==> src/rtl/msk_alu_sequencer.sv <==
// Sequencer for a two-share masked ALU.
// Accepts a request, obtains fresh randomness, holds the operands on the ALU
// for the whole execution, then returns the result shares. Data registers are
// wiped whenever an operation ends, so no share outlives its operation.
module msk_alu_sequencer #(
  parameter int unsigned BIT_WIDTH = 32,
  parameter int unsigned TIMEOUT   = 64
) (
  input  logic                 g_clk,
  input  logic                 g_resetn,
  input  logic                 flush,
  input  logic                 req_valid,
  output logic                 req_ready,
  input  logic [1:0]           req_op,
  input  logic [BIT_WIDTH-1:0] req_rs1_s0,
  input  logic [BIT_WIDTH-1:0] req_rs1_s1,
  input  logic [BIT_WIDTH-1:0] req_rs2_s0,
  input  logic [BIT_WIDTH-1:0] req_rs2_s1,
  output logic                 rnd_req,
  input  logic                 rnd_ack,
  output logic                 alu_valid,
  output logic                 alu_flush,
  output logic                 alu_op_add,
  output logic                 alu_op_sub,
  output logic                 alu_op_b2a,
  output logic [BIT_WIDTH-1:0] alu_rs1_s0,
  output logic [BIT_WIDTH-1:0] alu_rs1_s1,
  output logic [BIT_WIDTH-1:0] alu_rs2_s0,
  output logic [BIT_WIDTH-1:0] alu_rs2_s1,
  input  logic [BIT_WIDTH-1:0] alu_rd_s0,
  input  logic [BIT_WIDTH-1:0] alu_rd_s1,
  input  logic                 alu_ready,
  output logic                 rsp_valid,
  input  logic                 rsp_ready,
  output logic [BIT_WIDTH-1:0] rsp_rd_s0,
  output logic [BIT_WIDTH-1:0] rsp_rd_s1,
  output logic                 rsp_err
);

  typedef enum logic [2:0] {
    ST_IDLE,
    ST_RAND,
    ST_EXEC,
    ST_RESP,
    ST_DRAIN
  } state_t;

  localparam logic [7:0] LP_CNT_LAST = 8'(TIMEOUT - 1);

  state_t               r_state;
  state_t               w_state_nxt;

  logic [1:0]           r_op;
  logic [BIT_WIDTH-1:0] r_rs1_s0;
  logic [BIT_WIDTH-1:0] r_rs1_s1;
  logic [BIT_WIDTH-1:0] r_rs2_s0;
  logic [BIT_WIDTH-1:0] r_rs2_s1;
  logic [BIT_WIDTH-1:0] r_rd_s0;
  logic [BIT_WIDTH-1:0] r_rd_s1;
  logic                 r_err;
  logic [7:0]           r_cnt;
  logic                 r_to;

  logic                 w_load;
  logic                 w_load_rsv;
  logic                 w_capture;
  logic                 w_timeout;
  logic                 w_clear;
  logic                 w_cnt_inc;
  logic                 w_opnd_vis;
  logic                 w_exec;
  logic                 w_resp;

  // State register.
  always_ff @(posedge g_clk or negedge g_resetn) begin
    if (!g_resetn) begin
      r_state <= ST_IDLE;
    end else begin
      r_state <= w_state_nxt;
    end
  end

  // Next-state decode and datapath strobes; flush always takes priority.
  always_comb begin
    w_state_nxt = r_state;
    w_load      = 1'b0;
    w_load_rsv  = 1'b0;
    w_capture   = 1'b0;
    w_timeout   = 1'b0;
    w_clear     = 1'b0;
    w_cnt_inc   = 1'b0;
    unique case (r_state)
      ST_IDLE: begin
        if (req_valid && !flush) begin
          if (req_op == 2'b11) begin
            w_load_rsv  = 1'b1;
            w_state_nxt = ST_RESP;
          end else begin
            w_load      = 1'b1;
            w_state_nxt = ST_RAND;
          end
        end
      end
      ST_RAND: begin
        if (flush) begin
          w_clear     = 1'b1;
          w_state_nxt = ST_DRAIN;
        end else if (rnd_ack) begin
          w_state_nxt = ST_EXEC;
        end
      end
      ST_EXEC: begin
        if (flush) begin
          w_clear     = 1'b1;
          w_state_nxt = ST_DRAIN;
        end else if (alu_ready) begin
          w_capture   = 1'b1;
          w_state_nxt = ST_RESP;
        end else if (r_cnt == LP_CNT_LAST) begin
          w_timeout   = 1'b1;
          w_clear     = 1'b1;
          w_state_nxt = ST_DRAIN;
        end else begin
          w_cnt_inc   = 1'b1;
        end
      end
      ST_RESP: begin
        if (flush) begin
          w_clear     = 1'b1;
          w_state_nxt = ST_DRAIN;
        end else if (rsp_ready) begin
          w_clear     = 1'b1;
          w_state_nxt = ST_IDLE;
        end
      end
      ST_DRAIN: begin
        w_clear     = 1'b1;
        w_state_nxt = r_to ? ST_RESP : ST_IDLE;
      end
      default: begin
        w_state_nxt = ST_IDLE;
      end
    endcase
  end

  // Operand, result, error, timeout-counter registers.
  // Operands are wiped already on result capture; they are not visible in RESP.
  always_ff @(posedge g_clk or negedge g_resetn) begin
    if (!g_resetn) begin
      r_op     <= '0;
      r_rs1_s0 <= '0;
      r_rs1_s1 <= '0;
      r_rs2_s0 <= '0;
      r_rs2_s1 <= '0;
      r_rd_s0  <= '0;
      r_rd_s1  <= '0;
      r_err    <= 1'b0;
      r_cnt    <= '0;
      r_to     <= 1'b0;
    end else begin
      if (w_load) begin
        r_op     <= req_op;
        r_rs1_s0 <= req_rs1_s0;
        r_rs1_s1 <= req_rs1_s1;
        r_rs2_s0 <= req_rs2_s0;
        r_rs2_s1 <= req_rs2_s1;
      end else if (w_clear || w_capture || w_load_rsv) begin
        r_op     <= '0;
        r_rs1_s0 <= '0;
        r_rs1_s1 <= '0;
        r_rs2_s0 <= '0;
        r_rs2_s1 <= '0;
      end

      if (w_capture) begin
        r_rd_s0 <= alu_rd_s0;
        r_rd_s1 <= alu_rd_s1;
      end else if (w_clear || w_load_rsv) begin
        r_rd_s0 <= '0;
        r_rd_s1 <= '0;
      end

      // A timed-out operation leaves DRAIN with an error response.
      if (w_load_rsv) begin
        r_err <= 1'b1;
      end else if (r_state == ST_DRAIN) begin
        r_err <= r_to;
      end else if (w_clear || w_load) begin
        r_err <= 1'b0;
      end

      r_cnt <= w_cnt_inc ? r_cnt + 8'd1 : '0;
      r_to  <= w_timeout;
    end
  end

  assign w_exec     = (r_state == ST_EXEC);
  assign w_resp     = (r_state == ST_RESP);
  assign w_opnd_vis = (r_state == ST_RAND) || w_exec;

  // req_ready is held low while reset is asserted so every output reads zero.
  assign req_ready  = g_resetn && (r_state == ST_IDLE) && !flush;
  assign rnd_req    = (r_state == ST_RAND);
  assign alu_valid  = w_exec;
  assign alu_flush  = (r_state == ST_DRAIN);
  assign alu_op_add = w_exec && (r_op == 2'b00);
  assign alu_op_sub = w_exec && (r_op == 2'b01);
  assign alu_op_b2a = w_exec && (r_op == 2'b10);

  assign alu_rs1_s0 = w_opnd_vis ? r_rs1_s0 : '0;
  assign alu_rs1_s1 = w_opnd_vis ? r_rs1_s1 : '0;
  assign alu_rs2_s0 = w_opnd_vis ? r_rs2_s0 : '0;
  assign alu_rs2_s1 = w_opnd_vis ? r_rs2_s1 : '0;

  assign rsp_valid  = w_resp;
  assign rsp_rd_s0  = w_resp ? r_rd_s0 : '0;
  assign rsp_rd_s1  = w_resp ? r_rd_s1 : '0;
  assign rsp_err    = w_resp && r_err;

endmodule

==> config.mk <==
export PLATFORM = sky130hd
export DESIGN_NAME = msk_alu_sequencer
export DESIGN_NICKNAME = d
export VERILOG_FILES = /design/src/rtl/msk_alu_sequencer.sv
export SDC_FILE = /design/constraint.sdc
export NUM_CORES = 1
export LEC_CHECK = 0
export ABC_AREA = 1
export BUFFER_PORTS_ARGS = -buffer_cell sky130_fd_sc_hd__buf_2
export CORE_ASPECT_RATIO = 1.1
export CORE_MARGIN = 2
export CORE_UTILIZATION = 42
export DETAILED_ROUTE_END_ITERATION = 7
export HOLD_SLACK_MARGIN = 0.02
export PLACE_DENSITY = 0.7
export SKIP_CTS_REPAIR_TIMING = 1
export SLEW_MARGIN = 30
export SYNTH_ARGS = -nofsm -noshare
export SYNTH_HDL_FRONTEND = slang
export SYNTH_SLANG_ARGS = --single-unit
==> constraint.sdc <==
create_clock -name g_clk -period 3 [get_ports g_clk]
set_input_delay 0.15 -clock g_clk [delete_from_list [all_inputs] [get_ports g_clk]]
set_output_delay 0.15 -clock g_clk [all_outputs]
set_load 0.05 [all_outputs]
Yosys cells after proc, flatten, opt, wreduce, memory -nomap -nowiden --
Index checks and enable logic that the tools add are counted.
Storage, ports and cells: output and inout bits 201, memories 0, register bits after elaboration 207, bits in read-only memories 0, latch bits 0, bits in writable memories 0
Cells by class: magnitude comparators 0, bitwise gates (word level) 0, eq/ne operators 12, shift operators 0, $add $sub $neg 1, reductions and logical operators 19, multiply operators 0, multiplexer cells 53, divide/modulo/power cells 0
Operators by type and width (count):
- 32-bit two-way mux | 14
- 1-bit two-way mux | 24
- 3-bit two-way mux | 8
- 3-bit one-hot mux with 5 select lines | 1
- 8-bit by 1-bit adder with 8-bit output (second input constant) | 1
- 8-bit by 6-bit equality test with 1-bit output (second input constant) | 1
- 2-bit two-way mux | 4
- 8-bit two-way mux | 1
- 1-bit logical AND | 7
- 3-bit by 2-bit equality test with 1-bit output (second input constant) | 2
- 1-bit logical OR | 5
- 2-bit equality test (second input constant) | 2
- 4-bit by 3-bit != test with 1-bit output (second input constant) | 1
- 1-bit one-hot mux with 4 select lines | 1
- 4-bit AND reduction | 1
- 2-bit nonzero test | 2
- 3-bit by 1-bit equality test with 1-bit output (second input constant) | 1
- 3-bit equality test (second input constant) | 1
- 3-bit logical NOT | 1
- 3-bit by 2-bit != test with 1-bit output (second input constant) | 1
- 3-bit != test (second input constant) | 1
- 3-bit nonzero test | 1
- 2-bit by 1-bit equality test with 1-bit output (second input constant) | 1
- 2-bit logical NOT | 1
- other kinds (2) | 2

Logic depth before layout (Yosys ltp) --
Gate-level depths: netlist of run 1.
depth in word-level cells 9, gate-level depth with buffers 11

Worst setup path before layout of run 1 --
No wires, ideal clock.
path kind flip-flop to output port, start point register r_state[2], end point output alu_rs1_s1[13], path slack 1048 ps, cell stages (with the launch flop) 8, arrival time 1802 ps, cells stage by stage dfrtp_1 > nor2_4 > nand2_2 > nand2_1 > inv_1 > clkbuf_1 > clkbuf_1 > nor2_1
Between the ends: cells in the longest elaborated chain, start to end 3, elaborated cells between the ends (all ways) 4
RTL lines:
- from (decl) | RTL line 50 | state_t r_state;
- from (signal assigned) | RTL line 79 | r_state <= w_state_nxt;
- 3-bit by 1-bit equality test with 1-bit output or 3-bit by 2-bit equality test with 1-bit output (tied branches) | RTL line 199, 197
- 1-bit logical OR (*) | RTL line 199 | assign w_opnd_vis = (r_state == ST_RAND) || w_exec;
- 32-bit two-way mux (*) | RTL line 211 | assign alu_rs1_s1 = w_opnd_vis ? r_rs1_s1 : '0;
- to (decl) | RTL line 27 | output logic [BIT_WIDTH-1:0] alu_rs1_s1,
Mark *: on every way between the ends. The rest lies on a longest branch, timed or not.

Worst setup path after layout of run 1 --
start point register r_state[1], end point output alu_rs1_s0[19]
Between the ends: cells in the longest elaborated chain, start to end 3, elaborated cells between the ends (all ways) 4
RTL lines:
- 3-bit by 1-bit equality test with 1-bit output or 3-bit by 2-bit equality test with 1-bit output (tied branches) | RTL line 199, 197
- 1-bit logical OR (*) | RTL line 199
- 32-bit two-way mux (*) | RTL line 210 | assign alu_rs1_s0 = w_opnd_vis ? r_rs1_s0 : '0;
- to (decl) | RTL line 26 | output logic [BIT_WIDTH-1:0] alu_rs1_s0,
Marked as above.

==> results of run 1 <==
## path summary, 6_finish.rpt
check                                  to  slack [ns]  cells past startpoint
setup / recovery           alu_rs1_s0[19]        0.53                      8
setup reg to reg               r_rd_s0[0]        0.90                     11
hold reg to reg                  r_cnt[0]        0.49                      1
hold / removal               r_rs1_s0[16]       -0.04                      4
min in group asynchronous    r_rs2_s1[16]        0.18                      2
max in group asynchronous      r_rd_s0[7]        1.73                      3
## cells by family after synthesis
kind of cell	count (synthesis)	synth area share, %
simple gates	586	22.09
buf+inv	415	15.80
flops	207	48.73
compound gates	140	13.27
fa+ha+maj	1	0.1177
## stage by stage
stage          cell area [µm²]  worst slack [ns]  total power [µW]  std cells
6_report                 15400            0.5306             13280       2224
5_1_grt                  15400            0.3560             14060       2224
4_1_cts                  13670            0.5321             13150       2051
3_5_place_dp             12860            0.9693             10090       2010
3_3_place_gp             12860             1.024              9997       2010
2_1_floorplan            10630             1.048              8779       1349
## worst max-delay path: cells and delay by family (launching register included)
kind,cells,cell delay [ns]
buf+inv,4,0.98
flops,1,0.40
simple gates,4,0.42
## report_power, final
group          switching [µW]  total [µW]  internal, µW
sequential                354        4100          3750
clock                    1140        3000          1860
combinational            4510        6170          1670
## routing by layer
layer | track usage (%) | up-vias | share of wire [%]
met5 | 0 | - | 0
met4 | 5.864 | 0 | 3.0
met3 | 5.496 | 79 | 8.2
met2 | 36.01 | 480 | 50
met1 | 24.42 | 4868 | 39
li1 | - | 4985 | -
## cells in the final DEF, fill, tap and decap left out, types with 9 or more instances in the layout
master	n
buf_2	400
nor2_1	345
inv_1	340
dfrtp_1	207
dlygate4sd3_1	173
nand2_1	146
o21bai_2	100
nand3_1	71
o21bai_1	31
clkbuf_16	23
nor3_1	9
## flip-flops by register name, indices dropped and copies added, names as in the netlist, 3 cells and up
| signal | cells |
|---|---|
| r_rs2_s0 | 32 |
| r_cnt | 8 |
| r_rd_s1 | 32 |
| r_rs1_s1 | 32 |
| r_rs2_s1 | 32 |
| r_rd_s0 | 32 |
| r_rs1_s0 | 32 |
| r_state | 3 |
## layout make-up
class / count / area [µm²]
inverter: 346 / 1301
timing repair buffer: 588 / 3929
clock inverter: 6 / 107.6
fill: 2059 / 9709
clock buffer: 35 / 700.7
tap: 315 / 394.1
multi-input combinational: 727 / 3789
sequential: 207 / 5180
==> summary.txt, run 1 <==
outcome - finished with violations
failing checks - negative hold slack
WS Path Type - flop to primary output
CTS tree - done
most common cell in the netlist - nor2_1
number of synthesized flops with an enable pin - 0
DRC viols - 0
Syn Area/Cell - 7.880 µm²
clk sinks - 207
final period utilization - 82.31%
Mapped Cells - 1349
top cells by count, synth - nor2_1, inv_1, dfrtp_1, nand2_1, o21bai_2
CTS buffer count - 23
post-detail-place hpwl - 19530 µm
Leak - 0.008890 µW
crit-path cells - inv_1, nor2_4, nand2_2, nand2_1, inv_4, buf_4, nor2_1, buf_2
Worst Path Required - 2.85 ns
unrepaired setup endpoints after global routing - false
# H-tree levels - 1
Clock Latency Late Sink - 0.51 ns
crit path from - r_state[1]
leading area contributor after synthesis - dfrtp_1
main flop type after synthesis - dfrtp_1
Die W - 155.7 µm
Crit-path slowest cell - dfrtp_1
area of the mapped netlist - 0.01063 mm²
Hold Worst Slack - -0.04179 ns
GRT overflow - 0
average wire per standard cell - 14.43 µm
die area - 0.02660 mm²
nets@finish - 2095
worst-path fanout max - 32
placer congestion estimate - 0.7945
Final Util - 61.33%
Ports - 402
vias - 10410
ANT nets after route - 0
startpoint class of the critical path - flop
Starting Density - 42.33%
gr usage total - 20.39%
first-pass GRT wire length - 43990 µm
vias per inst - 4.682
Ys Warns - 0
clock buffer depth - 3
Peak VDD IR - 0.8046 mV
clk slew on worst S/H paths - 0.06 ns
Critical Path Max Stage Delay - 0.40 ns
FMAX - 405.0 MHz
WP data arrival - 2.32 ns
clock skew - 0.009186 ns
type of the worst min-delay path - input port to flop
die height - 170.9 µm
number of global-route vias before repair - 8861
root buffer cell - clkbuf_16
Seq/Total Area, Yosys - 48.73%
# diodes - 0
Max-cap violations - 0
P per Cell Area - 862.0 mW/mm²
Worst-Margin Slew - 0.7022 ns
minimum clock period - 2.469 ns
largest net degree at the start of global routing - 132
top-area cell type share of the netlist area - 48.73%
Area growth syn-to-layout - 44.88%
reg2reg start - r_cnt[0]
routed wire length - 32100 µm
share of cells above drive strength 1 - 29.70%
endpoints failing setup - 0
Worst setup EP type - primary output
Slew HR - 53.19%
Seq cells post-synth - 207
floorplan row count - 61
share of flip-flops with an asynchronous set or reset - 100.0%
worst min-delay path startpoint - req_rs1_s0[16]
Initial DRC Count - 647
Hold Violations, Final - 6
Syn Nets - 1551
final setup TNS - 0 ns
Synth area leaders - dfrtp_1, nor2_1, inv_1
IO Port Bufs - 401
count of cell types in the netlist - 26
Core ar. - 0.02511 mm²
Slew Viols, Final - 0
initial antenna violation count - 0
TritonRoute pass-1 iters - 5
Power figures use the tool's default switching activity.
==> run 2, diff against run 1 <==
- clock period: 3 -> 2.5 ns (I/O delays scaled with it)
==> run 2 against run 1 <==
  * Cell area increased by 0.82%
  * Power increased by 18%
  * Critical endpoint is now alu_rs1_s1[1]
  * Largest power group unchanged
  * The run still ends with negative hold slack left
  * First-iteration DRC count increased by 14%
  * Final cell count increased by 0.81%
  * Register-to-register slack got worse by 0.48 ns
  * Clock skew increased by 0.0082 ns
  * Highest routed layer unchanged
  * Utilization increased by 0.50 points
  * Die area unchanged
==> summary.txt, run 2 (same netlist as run 1, synthesis figures left out) <==
Post-DP Area - 0.01290 mm² (was 0.01286 mm²)
WS Path Type - flop to primary output (unchanged)
worst-path fanout max - 40 (was 32)
IO Port Bufs - 401 (unchanged)
clock buffer depth - 3 (unchanged)
vias - 10550 (was 10410)
Critical Path Stages - 7 (was 8)
Initial DRC Count - 735 (was 647)
Ports - 402 (unchanged)
placer congestion estimate - 0.8275 (was 0.7945)
Worst Path Required - 2.38 ns (was 2.85 ns)
# H-tree levels - 1 (unchanged)
root buffer cell - clkbuf_16 (unchanged)
largest net degree at the start of global routing - 132 (unchanged)
crit-path cells - nor2_4, nand2_2, nand2_1, inv_6, buf_12, nor2_1, buf_2 (was inv_1, nor2_4, nand2_2, nand2_1, inv_4, buf_4, nor2_1, buf_2)
Final Util - 61.84% (was 61.33%)
# diodes - 0 (unchanged)
gr usage total - 20.49% (was 20.39%)
number of global-route vias before repair - 9042 (was 8861)
routed wire length - 33230 µm (was 32100 µm)
Hold Violations, Final - 2 (was 6)
r2r worst-path depth - 7 (was 11)
Area growth syn-to-layout - 46.07% (was 44.88%)
die height - 170.9 µm (unchanged)
minimum clock period - 2.416 ns
outcome - finished with violations (unchanged)
share of cells above drive strength 1 - 29.42% (was 29.70%)
CP Buf/Inv Count - 3 (was 4)
Core ar. - 0.02511 mm² (unchanged)
floorplan row count - 61 (unchanged)
Slew Viols, Final - 0 (unchanged)
P per Cell Area - 1010 mW/mm² (was 862.0 mW/mm²)
unrepaired setup endpoints after global routing - false (unchanged)
failing checks - negative hold slack (unchanged)
Leak - 0.008946 µW (was 0.008890 µW)
Peak VDD IR - 0.9317 mV (was 0.8046 mV)
CTS buffer count - 23 (unchanged)
nets@finish - 2116 (was 2095)
Slew HR - 49.48% (was 53.19%)
WP data arrival - 2.29 ns (was 2.32 ns)
TritonRoute pass-1 iters - 5 (unchanged)
post-detail-place hpwl - 19710 µm (was 19530 µm)
startpoint class of the critical path - flop (unchanged)
type of the worst min-delay path - input port to flop (unchanged)
clock skew - 0.01736 ns (was 0.009186 ns)
Die W - 155.7 µm (unchanged)
Starting Density - 42.33% (unchanged)
clk sinks - 207 (unchanged)
final setup TNS - 0 ns (unchanged)
vias per inst - 4.706 (was 4.682)
clk slew on worst S/H paths - 0.06 ns (about the same)
GRT overflow - 0 (unchanged)
FMAX - 414.0 MHz
ANT nets after route - 0 (unchanged)
most frequent cells in the layout - buf_2, nor2_1, inv_1, dfrtp_1, dlygate4sd3_1 (unchanged)
Hold Worst Slack - -0.03195 ns (was -0.04179 ns)
Critical Path Max Stage Delay - 0.44 ns (was 0.40 ns)
final period utilization - 96.62%
Worst setup EP type - primary output (unchanged)
CTS tree - done (unchanged)
die area - 0.02660 mm² (unchanged)
Crit-path slowest cell - dfrtp_1 (unchanged)
most common cell after layout, fill and taps aside - buf_2 (unchanged)
Worst-Margin Slew - 0.7578 ns (was 0.7022 ns)
first-pass GRT wire length - 44600 µm (was 43990 µm)
Crit path max-delay family - simple AND/OR/NAND/NOR gates (was buffers and inverters)
Max-cap violations - 0 (unchanged)
endpoints failing setup - 0 (unchanged)
average wire per standard cell - 14.82 µm (was 14.43 µm)
DRC viols - 0 (unchanged)
total chip power - 15680 µW (was 13280 µW)
Clock Latency Late Sink - 0.51 ns (about the same)
initial antenna violation count - 0 (unchanged)
fin area - 0.01553 mm² (was 0.01540 mm²)
Hold Path Stages - 4 (unchanged)
[run 2: cell types whose count changed in the layout (fill, tap and decap cells not counted), moves of 2 or more]
cell,change
clkbuf_8,-2
dlygate4sd3_1,+19
buf_12,+2
bufinv_16,-3
clkinv_2,+4
[run 2: worst paths after layout]
path | start | end | slack, ns
min | req_rs2_s1[19] | r_rs2_s1[19] | -0.03
max reg2reg | r_state[0] | r_rs2_s0[27] | 0.42
max in group asynchronous | g_resetn | r_rs1_s1[7] | 1.51
min reg2reg | r_rd_s1[9] | r_rd_s1[9] | 0.50
min in group asynchronous | g_resetn | r_rs2_s1[11] | 0.11
max | r_state[2] | alu_rs1_s1[1] | 0.08
[run 2: routing by layer]
layer  track usage, %  share of wire [%]
met4            6.502                2.5
met5                0                  0
met3            5.268                8.1
met2            35.90                 51
met1            24.71                 39
[run 2: worst reg2reg max path: stages (launching register included)]
cell      delay [ns]
dfrtp_1         0.45
nor2_1          0.17
nand2_1         0.15
nor2_1          0.27
nor2_4          0.05
nand4_1         0.21
buf_12          0.42
o21bai_1        0.23
[run 2: through the flow]
stage                     worst slack, ns  instances
after CTS                         0.04038       2050
final                             0.08450       2242
after detailed placement           0.4875       2012
after global routing             0.002097       2242
after global placement             0.4115       2012
after floorplan                    0.5728       1349
[run 2: area by class of cell]
cell class                 count  area [µm²]
fill                        1991        9583
sequential                   207        5180
timing repair buffer         609        4159
multi-input combinational    727        3789
inverter                     346        1306
clock buffer                  32       669.4
tap                          315       394.1
clock inverter                 6       30.03
[run 2: power by group]
group	internal, µW	switching, µW
logic	2050	5470
registers	4500	448
clock network	1850	1370
